**config.mk**
```make
export PLATFORM = sky130hd
export DESIGN_NAME = reg_writeback_queue
export DESIGN_NICKNAME = d
export VERILOG_FILES = /design/src/rtl/reg_writeback_queue_pkg.sv /design/src/rtl/reg_writeback_queue_fifo.sv /design/src/rtl/reg_writeback_queue.sv
export SDC_FILE = /design/constraint.sdc
export NUM_CORES = 1
export LEC_CHECK = 0
export BUFFER_PORTS_ARGS = -buffer_cell sky130_fd_sc_hd__buf_2
export CAP_MARGIN = 30
export CORE_UTILIZATION = 57
export DETAILED_ROUTE_END_ITERATION = 12
export PLACE_DENSITY = 0.82
export SYNTH_ARGS = -nofsm -noshare
export SYNTH_HDL_FRONTEND = slang
export SYNTH_HIERARCHICAL = 1
export SYNTH_SLANG_ARGS = --single-unit
```
**constraint.sdc**
```tcl
create_clock -name clk -period 3.8 [get_ports clk]
set_input_delay 0.76 -clock clk [delete_from_list [all_inputs] [get_ports clk]]
set_output_delay 0.76 -clock clk [all_outputs]
set_load 0.01 [all_outputs]
```
**src/rtl/reg_writeback_queue_pkg.sv**
```systemverilog
// Shared types and constants for the register-file write-back queue.
// Optional feature macro: WB_BYPASS_EN (youngest-data bypass for hazard logic).
package reg_writeback_queue_pkg;

  localparam int XLEN     = 32;
  localparam int REG_AW   = 5;
  localparam int WB_DEPTH = 4;

  typedef struct packed {
    logic [REG_AW-1:0] rd;
    logic [XLEN-1:0]   data;
  } wb_entry_t;

  // x0 is hardwired to zero, so it never counts as a pending destination
  function automatic logic rd_match(input logic [REG_AW-1:0] entry_rd,
                                    input logic [REG_AW-1:0] query_rd);
    return (entry_rd == query_rd) && (query_rd != '0);
  endfunction

endpackage

```
**src/rtl/reg_writeback_queue_fifo.sv**
```systemverilog
// Write-back entry FIFO: DEPTH-entry circular buffer, two pushes and one pop per cycle,
// per-entry valid bits exposed for scoreboard lookup.
// Optional feature macro: WB_BYPASS_EN (exports entry data and head pointer for age-ordered bypass).
module reg_writeback_queue_fifo
  import reg_writeback_queue_pkg::*;
#(
  parameter int DEPTH = WB_DEPTH
) (
  input  logic                      clk,
  input  logic                      rst_n,
  input  logic                      push0_valid,
  input  wb_entry_t                 push0_entry,
  input  logic                      push1_valid,
  input  wb_entry_t                 push1_entry,
  input  logic                      pop,
  output wb_entry_t                 head_entry,
  output logic [DEPTH-1:0]          entry_valid,
  output logic [REG_AW-1:0]         entry_rd [DEPTH],
`ifdef WB_BYPASS_EN
  output logic [XLEN-1:0]           entry_data [DEPTH],
  output logic [$clog2(DEPTH)-1:0]  head_ptr,
`endif
  output logic [$clog2(DEPTH):0]    count
);

  localparam int PW = $clog2(DEPTH);
  localparam int CW = PW + 1;

  wb_entry_t        entry_q [DEPTH];
  wb_entry_t        entry_d [DEPTH];
  logic [DEPTH-1:0] valid_q, valid_d;
  logic [PW-1:0]    wr_ptr_q, wr_ptr_d;
  logic [PW-1:0]    rd_ptr_q, rd_ptr_d;
  logic [PW-1:0]    slot;
  logic [CW-1:0]    count_q, count_d;

  // Retire the head, then place push0 ahead of push1 so program order is kept
  always_comb begin
    entry_d  = entry_q;
    valid_d  = valid_q;
    rd_ptr_d = rd_ptr_q;
    slot     = wr_ptr_q;
    if (pop) begin
      valid_d[rd_ptr_q] = 1'b0;
      rd_ptr_d          = rd_ptr_q + PW'(1);
    end
    if (push0_valid) begin
      entry_d[slot] = push0_entry;
      valid_d[slot] = 1'b1;
      slot          = slot + PW'(1);
    end
    if (push1_valid) begin
      entry_d[slot] = push1_entry;
      valid_d[slot] = 1'b1;
      slot          = slot + PW'(1);
    end
    wr_ptr_d = slot;
    count_d  = count_q + CW'(push0_valid) + CW'(push1_valid) - CW'(pop);
  end

  // Storage, pointers and occupancy; reset discards every queued entry
  always_ff @(posedge clk or negedge rst_n) begin
    if (!rst_n) begin
      for (int i = 0; i < DEPTH; i++) entry_q[i] <= '0;
      valid_q  <= '0;
      wr_ptr_q <= '0;
      rd_ptr_q <= '0;
      count_q  <= '0;
    end else begin
      entry_q  <= entry_d;
      valid_q  <= valid_d;
      wr_ptr_q <= wr_ptr_d;
      rd_ptr_q <= rd_ptr_d;
      count_q  <= count_d;
    end
  end

  // Expose destination fields of every slot for the pending-write scoreboard
  always_comb begin
    for (int i = 0; i < DEPTH; i++) entry_rd[i] = entry_q[i].rd;
  end

`ifdef WB_BYPASS_EN
  // Expose data fields of every slot for the bypass mux
  always_comb begin
    for (int i = 0; i < DEPTH; i++) entry_data[i] = entry_q[i].data;
  end
  assign head_ptr = rd_ptr_q;
`endif

  assign head_entry  = entry_q[rd_ptr_q];
  assign entry_valid = valid_q;
  assign count       = count_q;

  overflow_check: assert property (@(posedge clk) disable iff (!rst_n) count_q <= CW'(DEPTH));

endmodule

```
**src/rtl/reg_writeback_queue.sv**
```systemverilog
// Write-side front end of the integer register file: accepts ALU and load results,
// queues them in order and drains one per cycle onto the file's write port.
// Optional feature macro: WB_BYPASS_EN (youngest queued data returned for rs1/rs2).
module reg_writeback_queue
  import reg_writeback_queue_pkg::*;
#(
  parameter int DEPTH = WB_DEPTH
) (
  input  logic                    clk,
  input  logic                    rst_n,
  input  logic                    alu_valid,
  output logic                    alu_ready,
  input  logic [REG_AW-1:0]       alu_rd,
  input  logic [XLEN-1:0]         alu_data,
  input  logic                    ld_valid,
  output logic                    ld_ready,
  input  logic [REG_AW-1:0]       ld_rd,
  input  logic [XLEN-1:0]         ld_data,
  output logic                    rf_we,
  output logic [REG_AW-1:0]       rf_rd,
  output logic [XLEN-1:0]         rf_din,
  input  logic [REG_AW-1:0]       chk_rs1,
  input  logic [REG_AW-1:0]       chk_rs2,
  output logic                    chk_busy1,
  output logic                    chk_busy2,
  output logic                    byp_hit1,
  output logic                    byp_hit2,
  output logic [XLEN-1:0]         byp_data1,
  output logic [XLEN-1:0]         byp_data2,
  output logic [$clog2(DEPTH):0]  q_count
);

  localparam int PW = $clog2(DEPTH);
  localparam int CW = PW + 1;

  logic              push0_valid, push1_valid;
  wb_entry_t         push0_entry, push1_entry;
  wb_entry_t         head_entry;
  logic [DEPTH-1:0]  entry_valid;
  logic [REG_AW-1:0] entry_rd [DEPTH];
  logic [CW-1:0]     free_slots;
`ifdef WB_BYPASS_EN
  logic [XLEN-1:0]   entry_data [DEPTH];
  logic [PW-1:0]     head_ptr;
  logic [PW-1:0]     age_idx;
`endif

  // Handshake from the registered count only; ALU takes the last free slot, x0 writes are dropped
  always_comb begin
    free_slots  = CW'(DEPTH) - q_count;
    alu_ready   = (free_slots >= CW'(1));
    ld_ready    = (free_slots >= CW'(2)) || ((free_slots == CW'(1)) && !alu_valid);
    push0_valid = alu_valid && alu_ready && (alu_rd != '0);
    push1_valid = ld_valid && ld_ready && (ld_rd != '0);
    push0_entry = '{rd: alu_rd, data: alu_data};
    push1_entry = '{rd: ld_rd, data: ld_data};
  end

  reg_writeback_queue_fifo #(
    .DEPTH (DEPTH)
  ) u_fifo (
    .clk         (clk),
    .rst_n       (rst_n),
    .push0_valid (push0_valid),
    .push0_entry (push0_entry),
    .push1_valid (push1_valid),
    .push1_entry (push1_entry),
    .pop         (rf_we),
    .head_entry  (head_entry),
    .entry_valid (entry_valid),
    .entry_rd    (entry_rd),
`ifdef WB_BYPASS_EN
    .entry_data  (entry_data),
    .head_ptr    (head_ptr),
`endif
    .count       (q_count)
  );

  // Drain the head every cycle the queue holds anything; idle port reads as zero
  always_comb begin
    rf_we  = (q_count != '0);
    rf_rd  = rf_we ? head_entry.rd : '0;
    rf_din = rf_we ? head_entry.data : '0;
  end

  // Pending-write scoreboard: any valid entry targeting the queried register
  always_comb begin
    chk_busy1 = 1'b0;
    chk_busy2 = 1'b0;
    for (int i = 0; i < DEPTH; i++) begin
      if (entry_valid[i] && rd_match(entry_rd[i], chk_rs1)) chk_busy1 = 1'b1;
      if (entry_valid[i] && rd_match(entry_rd[i], chk_rs2)) chk_busy2 = 1'b1;
    end
  end

`ifdef WB_BYPASS_EN
  // Walk from oldest to youngest so the last match, the youngest write, wins
  always_comb begin
    byp_data1 = '0;
    byp_data2 = '0;
    age_idx   = head_ptr;
    for (int k = 0; k < DEPTH; k++) begin
      age_idx = head_ptr + PW'(k);
      if (entry_valid[age_idx] && rd_match(entry_rd[age_idx], chk_rs1)) byp_data1 = entry_data[age_idx];
      if (entry_valid[age_idx] && rd_match(entry_rd[age_idx], chk_rs2)) byp_data2 = entry_data[age_idx];
    end
  end
  assign byp_hit1 = chk_busy1;
  assign byp_hit2 = chk_busy2;
`else
  assign byp_hit1  = 1'b0;
  assign byp_hit2  = 1'b0;
  assign byp_data1 = '0;
  assign byp_data2 = '0;
`endif

endmodule
```
==> out/qor.yml <==
cells_and_area:
  post-route-util: 0.6405
  nFillCells: 1358
  stdcell_area_sq_mm: 0.01166
  fin_nets: 1006
  syn2layout_area_growth_pct: 8.864
  drive_above_1_share: 0.5066
yosys:
  synthXorXnorAreaFrac: 0.03843
  yosys.area_share.adder: 0.01892
  synth-seq-cells: 159
  synth_compound_area_frac: 0.007825
  yosys.area.top_type: "dfrtp_1"
  synthArstFlopShare: 1.000
  muxShareOfSynthArea: 0.4063
  ys_types: 39
  synth-simple-area-share: 0.04683
  synth_ff_type: "dfrtp_1"
  synth_edf_count: 0
  syn_inst: 810
  syn_area_sq_mm: 0.01071
  ys_warn_count: 6
  ys_seq_area_frac: 0.3714
  netlist_top_cells_area: "dfrtp_1 (37%), mux2_2 (19%), mux4_2 (7.8%)"
  syn_area_per_cell_sq_um: 13.23
  synth_top_family_by_area: "multiplexers"
  synth_top_area_share: 0.3714
sta:
  drv_slew: 0
  clock_skew_ps: 6.031
  fmax_mhz: 299.6
  slew_headroom: 0.4872
  finalWorstPathRequiredPeriod_ps: 3338
  rsz0062_at_grt: "false"
  fin_crit_sh: 0.8784
  hold_viol: 0
  setup_viol: 0
  setup_tns_ps: 0
  tightestPinTransition_ps: 769.2
placed_design:
  dpl-instance-area_sq_mm: 0.01106
  io_buffers: 132
  globalplace.congestion: 0.9539
  dpl.hpwl_mm: 15.17
clocking:
  cts_hold_buf: 0
  post-cts-setup-buffers: 0
  clock_sinks: 159
  cts.clk_slew.worst_paths_ps: 60
  worst_skew_pair.late_latency_ps: 430
  cts_resized: 0
  cts-buffers-inserted: 17
  clockBufferDepth: 2
  cts-root-buf: "clkbuf_16"
  cts_tree: "built"
  htreeDepth: 4
setup_path:
  startpoint_type: "flip-flop"
  setup.reg_to_reg.worst_slack_ps: 460
  worstSetupPathType: "flip-flop to flip-flop"
  r2r-start: "u_fifo/count[0]"
  required_ps: 4160
  cp_data_arrival_time_ps: 3700
  endpoint_kind: "flip-flop"
  critPathMaxFanout: 9
  r2r-end: "u_fifo/count[2]"
  r2r_cells: 14
drt:
  dr.pass1.iters: 12
  drt_iter0_markers: 291
  drc: 19
  wl_mm: 23.47
  vias: 6394
  wl_per_cell_um: 20.48
  antenna_left: 0
  via_per_inst: 5.579
global_route:
  grt_pass1_vias: 6935
  grt_antenna_before_repair: 2
  grtUsageTotal: 0.2532
  grt_overflow: 0
  grt_pass1_wl_mm: 37.61
  grt_max_degree: 81
floorplanning:
  fp.dieH_um: 139.1
  start_util: 0.5883
  std_cell_rows: 49
  die-area_sq_mm: 0.01935
  num_io_pins: 199
  core_sq_mm: 0.01821
  die_w_um: 139.1
pwr:
  power.leakage_nw: 5.331
  power_density_mw_per_mm2: 954.4
  vdd_ir_drop_max_mv: 0.5257
  p_total_mw: 11.13
hold_path:
  worstHoldPathType: "primary input to async pin"
outcome:
  violations: "DRC"
  status: "finished with violations"
job:
  drv_cap: 0
-- layer usage --
| metal | routed length [um] | vias to the layer above | track usage |
|---|---|---|---|
| li1 | - | 2925 | - |
| met1 | 9857 | 3244 | 0.3158 |
| met2 | 11910 | 195 | 0.4346 |
| met3 | 1337 | 28 | 0.05801 |
| met4 | 354 | 2 | 0.08363 |
| met5 | 12 | - | 0 |
-- cell usage after synthesis (3+ instances only) --
master      n
mux2_2    185
dfrtp_1   159
buf_4      93
mux2_1     64
mux2_4     47
nor2b_1    38
mux4_2     37
xor2_1     33
buf_6      22
buf_2      19
xnor2_1    14
ha_1       13
inv_1      13
nand2_1    13
nand3_1    12
nor4_1      8
clkbuf_1    6
buf_8       3
or3_1       3
-- state kept, by name, indices dropped and copies added, names as in the netlist --
| register | cells |
|---|---|
| u_fifo/count | 3 |
| u_fifo/entry_q | 128 |
| u_fifo/entry_rd | 20 |
| u_fifo/entry_valid | 4 |
| u_fifo/rd_ptr_q | 2 |
| u_fifo/wr_ptr_q | 2 |
-- cells by family after synthesis --
kind of cell    after synthesis
xor+xnor                     47
buf+inv                     157
flops                       159
mux                         334
compound gates               10
other cells                   1
fa+ha+maj                    15
simple gates                 87
-- cell usage in the layout, fill, tap and decap left out, types with 14 or more instances in the layout --
| master | Yosys | final |
|---|---|---|
| mux2_2 | 185 | 185 |
| nor2b_1 | 38 | 38 |
| xor2_1 | 33 | 33 |
| conb_1 | 1 | 66 |
| buf_2 | 19 | 131 |
| clkbuf_16 | 0 | 17 |
| buf_4 | 93 | 16 |
| mux2_1 | 64 | 64 |
| mux4_2 | 37 | 37 |
| dfrtp_1 | 159 | 157 |
| mux2_4 | 47 | 47 |
| xnor2_1 | 14 | 14 |
-- critical path: stages, from the launching register on --
cell      delay [ps]
dfrtp_1          430
inv_1            100
ha_1             210
ha_2             250
nand2b_1          80
nor2_1            40
o21ai_0          100
o311a_1          510
inv_1             90
ha_1             290
inv_1             40
fa_1             380
fa_1             410
xnor2_1          190
xnor2_1          140
-- where the power goes --
group          switching (mW)  total, mW  internal [mW]
logic                    2.49       6.10           3.60
registers               0.704       3.32           2.61
clock network           0.682       1.72           1.04
-- through the flow --
| stage | instances | setup WS [ps] | hold WS, ps |
|---|---|---|---|
| finish | 1146 | 462.0 | 362.3 |
| global placement | 1113 | 533.1 | 534.7 |
| detailed placement | 1113 | 489.4 | 550.8 |
| CTS | 1145 | 461.1 | 400.1 |
| global route | 1146 | 227.7 | 419.2 |
| floorplan | 875 | 688.3 | 464.4 |
-- worst max-delay path by stage --
stage / startpoint / to / cells past startpoint
after detailed placement: u_fifo/count[0] / u_fifo/count[2] / 14
after global routing: u_fifo/count[0] / u_fifo/count[2] / 14
final: u_fifo/count[0] / u_fifo/count[2] / 14
after CTS: u_fifo/count[0] / u_fifo/count[2] / 14
after floorplan: u_fifo/count[0] / u_fifo/count[2] / 15
after global placement: u_fifo/count[0] / u_fifo/count[2] / 14
-- cell type report --
type,count,area (sq um),share of cell area
sequential,159,3981,0.3414
timing repair buffer,153,887.1,0.07607
multi-input combinational,559,5861,0.5025
antenna,1,2.502,0.0002146
clock inverter,9,107.6,0.009226
tap,229,286.5,0.02457
inverter,13,48.80,0.004184
clock buffer,23,488.0,0.04184
Power figures use the tool's default switching activity.
